==> config.mk <==
export PLATFORM = sky130hd
export DESIGN_NAME = rpi_mmu_nchan
export DESIGN_NICKNAME = d
export VERILOG_FILES = /design/src/rtl/rpi_mmu_pkg.sv /design/src/rtl/rpi_mmu_rd_pipe.sv /design/src/rtl/rpi_mmu_nchan.sv
export SDC_FILE = /design/constraint.sdc
export NUM_CORES = 1
export LEC_CHECK = 0
export ABC_AREA = 1
export CAP_MARGIN = 20
export CORE_MARGIN = 8
export CORE_UTILIZATION = 35
export CTS_CLUSTER_DIAMETER = 40
export DETAILED_ROUTE_END_ITERATION = 10
export PLACE_DENSITY = 0.74
export SLEW_MARGIN = 20
export SYNTH_ARGS = -nofsm -noshare
export SYNTH_HDL_FRONTEND = slang
export SYNTH_SLANG_ARGS = --single-unit
==> constraint.sdc <==
create_clock -name clk -period 2.39 [get_ports clk]
set_input_delay 0.3585 -clock clk [delete_from_list [all_inputs] [get_ports clk]]
set_output_delay 0.3585 -clock clk [all_outputs]
set_load 0.01 [all_outputs]
==> src/rtl/rpi_mmu_pkg.sv <==
// rpi_mmu_pkg: shared widths and in-flight read slot type
// for the RPi-SPI memory map.
package rpi_mmu_pkg;

    localparam int CHIP_W  = 8;
    localparam int OFFS_W  = 16;
    localparam int DATA_W  = 32;
    localparam int STATS_N = 4;

    localparam logic [CHIP_W-1:0] STATS_CHIP = 8'hFF;

    typedef struct packed {
        logic              valid;
        logic [CHIP_W-1:0] chip;
        logic              stats;
    } rd_slot_t;

endpackage

==> src/rtl/rpi_mmu_rd_pipe.sv <==
// rpi_mmu_rd_pipe: fixed-depth shift register of read slots,
// flushed synchronously by rst.
module rpi_mmu_rd_pipe
    import rpi_mmu_pkg::*;
#(
    parameter int DEPTH = 1
) (
    input  logic     clk,
    input  logic     rst,
    input  rd_slot_t in_slot,
    output rd_slot_t out_slot
);

    rd_slot_t sr [DEPTH];

    always_ff @(posedge clk) begin
        if (rst) begin
            for (int i = 0; i < DEPTH; i++) begin
                sr[i] <= '0;
            end
        end else begin
            sr[0] <= in_slot;
            for (int i = 1; i < DEPTH; i++) begin
                sr[i] <= sr[i-1];
            end
        end
    end

    assign out_slot = sr[DEPTH-1];

endmodule

==> src/rtl/rpi_mmu_nchan.sv <==
// rpi_mmu_nchan: SPI bus address map onto NUM_CHIPS memory channels.
// Define RPI_MMU_NCHAN_STATS_EN for a read-only stats window at chip 8'hFF.
module rpi_mmu_nchan
    import rpi_mmu_pkg::*;
#(
    parameter int NUM_CHIPS = 4,
    parameter int RD_LAT    = 1
) (
    input  logic                        clk,
    input  logic                        rst,
    input  logic                        rpi_we,
    input  logic                        rpi_re,
    input  logic [CHIP_W+OFFS_W-1:0]    rpi_addr,
    input  logic [DATA_W-1:0]           rpi_wd,
    output logic [DATA_W-1:0]           rpi_rd,
    output logic                        rpi_rd_valid,
    output logic [OFFS_W-1:0]           chip_addr,
    output logic [DATA_W-1:0]           chip_wd,
    output logic [NUM_CHIPS-1:0]        chip_we,
    output logic [NUM_CHIPS-1:0]        chip_re,
    input  logic [NUM_CHIPS*DATA_W-1:0] chip_rd,
    input  logic                        err_clear,
    output logic                        err_unmapped,
    output logic                        err_collision
);

    logic [CHIP_W-1:0]    chip;
    logic [OFFS_W-1:0]    offs;
    logic                 mapped;
    logic                 is_stats;
    logic                 unmapped;
    logic                 collision;
    logic                 do_rd;
    logic [NUM_CHIPS-1:0] sel;
    rd_slot_t             issue;
    rd_slot_t             head;
    logic [DATA_W-1:0]    rd_data;
    logic [DATA_W-1:0]    rd_hold;

    assign chip      = rpi_addr[CHIP_W+OFFS_W-1:OFFS_W];
    assign offs      = rpi_addr[OFFS_W-1:0];
    assign mapped    = int'(chip) < NUM_CHIPS;
`ifdef RPI_MMU_NCHAN_STATS_EN
    assign is_stats  = chip == STATS_CHIP;
`else
    assign is_stats  = 1'b0;
`endif
    assign unmapped  = (rpi_we | rpi_re) & ~mapped & ~is_stats;
    assign collision = rpi_we & rpi_re;
    assign do_rd     = rpi_re & ~rpi_we;

    always_comb begin
        sel = '0;
        for (int i = 0; i < NUM_CHIPS; i++) begin
            sel[i] = mapped && (int'(chip) == i);
        end
    end

    // Stats slots reuse the chip field to carry the counter index.
    always_comb begin
        issue       = '0;
        issue.valid = do_rd;
        issue.stats = is_stats;
        issue.chip  = is_stats ? {6'b0, offs[1:0]} : chip;
    end

    always_ff @(posedge clk) begin
        if (rst) begin
            chip_addr     <= '0;
            chip_wd       <= '0;
            chip_we       <= '0;
            chip_re       <= '0;
            err_unmapped  <= 1'b0;
            err_collision <= 1'b0;
            rd_hold       <= '0;
        end else begin
            if (rpi_we | rpi_re) begin
                chip_addr <= offs;
            end
            if (rpi_we) begin
                chip_wd <= rpi_wd;
            end
            chip_we       <= rpi_we ? sel : '0;
            chip_re       <= do_rd  ? sel : '0;
            err_unmapped  <= unmapped  | (err_unmapped  & ~err_clear);
            err_collision <= collision | (err_collision & ~err_clear);
            if (head.valid) begin
                rd_hold <= rd_data;
            end
        end
    end

    // One extra stage aligns the slot with the registered chip_re.
    rpi_mmu_rd_pipe #(
        .DEPTH    (RD_LAT + 1)
    ) u_rd_pipe (
        .clk      (clk),
        .rst      (rst),
        .in_slot  (issue),
        .out_slot (head)
    );

`ifdef RPI_MMU_NCHAN_STATS_EN
    logic [DATA_W-1:0]  stat_cnt [STATS_N];
    logic [STATS_N-1:0] stat_ev;

    assign stat_ev = {collision, unmapped,
                      do_rd & mapped, rpi_we & mapped};

    always_ff @(posedge clk) begin
        for (int i = 0; i < STATS_N; i++) begin
            if (rst || err_clear) begin
                stat_cnt[i] <= '0;
            end else if (stat_ev[i] && (stat_cnt[i] != '1)) begin
                stat_cnt[i] <= stat_cnt[i] + 1'b1;
            end
        end
    end
`endif

    always_comb begin
        rd_data = '0;
        for (int i = 0; i < NUM_CHIPS; i++) begin
            if (int'(head.chip) == i) begin
                rd_data = chip_rd[DATA_W*i +: DATA_W];
            end
        end
        if (head.stats) begin
`ifdef RPI_MMU_NCHAN_STATS_EN
            rd_data = stat_cnt[head.chip[1:0]];
`else
            rd_data = '0;
`endif
        end
    end

    assign rpi_rd_valid = head.valid;
    assign rpi_rd       = head.valid ? rd_data : rd_hold;

endmodule
* Yosys cells after proc, flatten, opt, wreduce, memory -nomap -nowiden
Memories as Yosys holds them, arrays and structs flattened.
Index checks and enable logic that the tools add are counted.
** Word-level totals
- Flip-flop bits (word level) :: 90
- RAM bits :: 20
- Output and inout port bits :: 91
- Word-level logic and storage cells :: 48
- Memories kept :: 1
** Cells by class
- Muxes and demuxes :: 11
- Bitwise operators :: 14
- Reductions and logical operators :: 8
- Equal/unequal tests :: 6
- Magnitude comparators :: 1
** Memory list
- u_rd_pipe.sr :: words 2, width 10, read ports 2, clocked after memory_dff 0, write ports 2, line rpi_mmu_rd_pipe.sv:14 : rd_slot_t sr [DEPTH];
** Operators with widths (count)
- 2-to-1 mux 32 bit :: 6
- equality test 8 x 3 -> 1 bit, second input constant :: 4
- 2-to-1 mux 10 bit :: 2
- equality test 8 x 2 -> 1 bit, second input constant :: 2
- zero test 8 bit :: 2
- less-than comparator 8 x 3 -> 1 bit, second input constant :: 1
- AND 1 bit :: 5
- bitwise OR 1 bit :: 5
- logical AND 1 bit :: 4
- NOT 1 bit :: 4
- OR reduction 2 bit :: 2
- 2-to-1 mux 1 bit :: 3

* Longest topological paths before layout
Gate-level depths: netlist of run 1.
An unclocked memory read counts as a cell.
- Depth in word-level cells :: 8
- Mapped depth :: 11
- Gate-level depth less buffers :: 9

* Cells and area by module
From an unflattened synthesis of run 1, not the netlist that was laid out.
** Second synthesis, totals
- Cell total of the unflattened synthesis :: 786
- Area, all modules :: 5298.8 µm²
** Modules (own cells, without submodules)
- rpi_mmu_nchan :: cells each 714, area an instance 4650.7 µm², times used 1
- rpi_mmu_rd_pipe :: cells each 72, area an instance 648.1 µm², times used 1

* Least setup slack after synthesis of run 1
Ideal clock, no wire load.
- Kind :: flip-flop to output port
- Start point :: memory u_rd_pipe.sr[0][14] in the netlist's numbering
- End point :: output port rpi_rd[10]
- Cell stages (with the launch flop) :: 8
- Path slack :: 0.816 ns
- Required time :: 2.032 ns
- Arrival time :: 1.215 ns
- Path buffers :: 1
- Path through :: dfxtp_1 -> nor2_4 -> nand2_1 -> nor2_1 -> buf_2 -> a21oi_1 -> nand2_1 -> nand2_1
** RTL lines
- start: declaration :: line rpi_mmu_rd_pipe.sv:14
- end: declaration :: line rpi_mmu_nchan.sv:15 : output logic [DATA_W-1:0] rpi_rd,

==> results of run 1 <==
layout make-up:
class                      instances  area [um2]
antenna                            1        2.50
clock buffer                      10         229
clock inverter                     6        47.5
fill                            1355        5910
inverter                          97         369
multi-input combinational        521        2340
sequential                       108        2160
tap                              184         230
timing repair buffer             305        3070
cells by family (layout without fill, tap and decap cells):
group                  Yosys count  after routing  synth area share, %
AOI/OAI and AO/OA              148            148                 16.7
buffers and inverters          145            418                 11.7
DFF                            108            108                 42.6
other                            0              1                    0
and+or+nand+nor                373            373                 29.0
cell usage after synthesis:
cell,instances,share of area [%]
o21ai_0,49,4.8
buf_2,10,0.99
nand3_1,39,3.8
a21oi_2,7,1.2
a21oi_1,60,5.9
nor2_4,2,0.44
clkinv_1,1,0.074
inv_1,93,6.9
nor2_2,3,0.37
nand2_1,200,15
dfxtp_1,108,43
o211ai_1,32,4.7
nor3_1,1,0.099
buf_6,3,0.67
clkbuf_1,31,2.3
inv_2,3,0.22
nor2_1,128,9.5
buf_4,4,0.59
power breakdown:
group / internal [W] / switching, W
Clock: 0.000720 / 0.000707
Sequential: 0.00188 / 0.0000357
Combinational: 0.000537 / 0.000417
Total: 0.00314 / 0.00116
per-layer routing:
layer | track usage [%] | share of wire [%] | vias up
met4 | 7.44 | 2.0 | 2
met1 | 22.6 | 39 | 2526
met5 | 0 | 0.059 | -
li1 | - | - | 2954
met3 | 10.3 | 14 | 28
met2 | 33.1 | 45 | 257
through the flow:
stage / TNS (ps) / worst slack, ps / util [%] / area, um2 / total power, W
after floorplan: 0 / 816 / - / 5080 / 0.00231
after global placement: 0 / 150 / 56.2 / 8070 / 0.00288
after detailed placement: 0 / 133 / 56.2 / 8070 / 0.00288
after CTS: -1560 / -182 / 58.1 / 8350 / 0.00432
after global routing: -18.4 / -12.5 / 58.9 / 8460 / 0.00450
final: 0 / 90.7 / 58.9 / 8460 / 0.00430
worst reg2reg max path, stage by stage, from the launching register on:
cell and delay (ps):
dfxtp_1 330, nor2_4 140, nand2_1 100, nor2_4 150, buf_4 150, clkbuf_16 170, nand2_1 60, nand2_1 50
inv_1 30, nand2_1 40, nand2_1 90, a21oi_1 140
final timing paths:
check	end	slack, ps	cells after the start
setup / recovery	rpi_rd[25]	90	8
hold / removal	u_rd_pipe.sr[0][16]	400	2
setup reg to reg	rd_hold[2]	860	11
hold reg to reg	u_rd_pipe.sr[0][16]	400	2
registers in the layout, summed over array words and instances, names as in the netlist:
register	cells
chip_addr	16
rd_hold	32
chip_wd	32
chip_re	4
err_collision	1
u_rd_pipe.sr	18
err_unmapped	1
chip_we	4
what timing repair did:
| action | 4_1_cts | 5_1_grt |
|---|---|---|
| setup endpoints to repair | 32 | 31 |
| cloned | 0 | 4 |
| endpoints found under the hold margin | 0 | 0 |
| gates resized for setup | 26 | 55 |
| setup buffers | 3 | 2 |
| pin swaps | 0 | 3 |
==> flow_metrics.tcl, run 1 <==
set metrics [dict create \
    power.density_nw_per_um2 508 \
    drive_gt1_share_pct 7.83 \
    grt_pass1_wl_um 29800 \
    critPathLaunch "u_rd_pipe.sr[0][11]" \
    die_h_um 136 \
    crit_path_end_kind "primary output" \
    clk_latency_ps 350 \
    dp_hpwl_um 14800 \
    max_freq_ghz 0.435 \
    avgViaCountPerCell 4.68 \
    cp_num_buf_inv 3 \
    avgRoutedWirePerCell_um 16.4 \
    avgSynthCellArea_um2 6.56 \
    cts_tree "built" \
    worstPathRequired_ps 2030 \
    relSlewSlack_pct 64.5 \
    drc 0 \
    htree_levels 3 \
    synth_fp_nets 963 \
    setup_viol 0 \
    grt_max_degree 65 \
    clk_path_buf_depth 2 \
    most-common-layout-cells "246 x clkdlybuf4s50_1, 199 x nand2_1, 125 x nor2_1" \
    crit_family "buffers and inverters" \
    cpPeakStageDelay_ps 380 \
    coreArea_um2 14400 \
    crit_fanout 21 \
    numCtsBuffers 9 \
    syn_to_final_growth_pct 66.6 \
    antenna_found_initial 2 \
    drt_wl_total_um 20200 \
    crit_arrival_ps 1940 \
    hold_slack_ps 404 \
    fin_worst_skew_ps 6.85 \
    cp_common_cell "nand2_1" \
    grt_use_total_pct 20.4 \
    first_iter_violations 239 \
    dieArea_um2 18600 \
    postCtsHoldBufs 0 \
    pin_count 280 \
    io_buffer_count 279 \
    hold_path.startpoint "u_rd_pipe.sr[0][6]" \
    final_common_cell "clkdlybuf4s50_1" \
    num_vias 5767 \
    initial_core_util_pct 35.3 \
    gr-total-overflow 0 \
    yosys_warnings 0 \
    reg2reg_from "u_rd_pipe.sr[0][14]" \
    leakage_nw 4.13 \
    path_cells "buf_8 > nand2_1 > nor2_4 > buf_12 > a21oi_1 > nand2_1 > nand2_1 > dlygate4sd2_1" \
    stdcell_count 1232 \
    synth-seq-cells 108 \
    rows 44 \
    die_x_um 136 \
    tightest_slew_ps 532 \
    critical_path_class "register to primary output" \
    dp_cells 1206 \
    grt_pass1_vias 5704 \
    yosysSeqAreaShare_pct 42.6 \
    peakVddDrop_mv 0.376 \
    slowest_stage "dfxtp_2" \
    hold_class "register to register" \
    post-route-min-period_ps 2300 \
    ant_nets 0 \
    gp_congestion 0.844 \
    slew_viol_final 0 \
    path_clk_slew_ps 70 \
    synth.distinct_cells 18 \
    ctsRootBufferMaster "clkbuf_16" \
    nets 1231 \
    startpoint_type "register" \
    cts.sinks 108 \
    max_cap_viol_count 0 \
    synth_area_um2 5080 \
    hold_viol 0 \
    syn_inst 774 \
    timing.final.crit_share_pct 96.2 \
    dr.pass1.iters 5 \
    status "finished clean" \
]
Power figures use the tool's default switching activity.
==> run 2: changes to the inputs <==
--- a/config.mk
+++ b/config.mk
@@ -6,7 +6,7 @@
 export NUM_CORES = 1
 export LEC_CHECK = 0
 export ABC_AREA = 1
-export CAP_MARGIN = 20
+export CAP_MARGIN = 15
 export CORE_MARGIN = 8
 export CORE_UTILIZATION = 35
 export CTS_CLUSTER_DIAMETER = 40
==> results of run 2 <==
No change in the layout: final DEF, timing and power equal those of run 1.
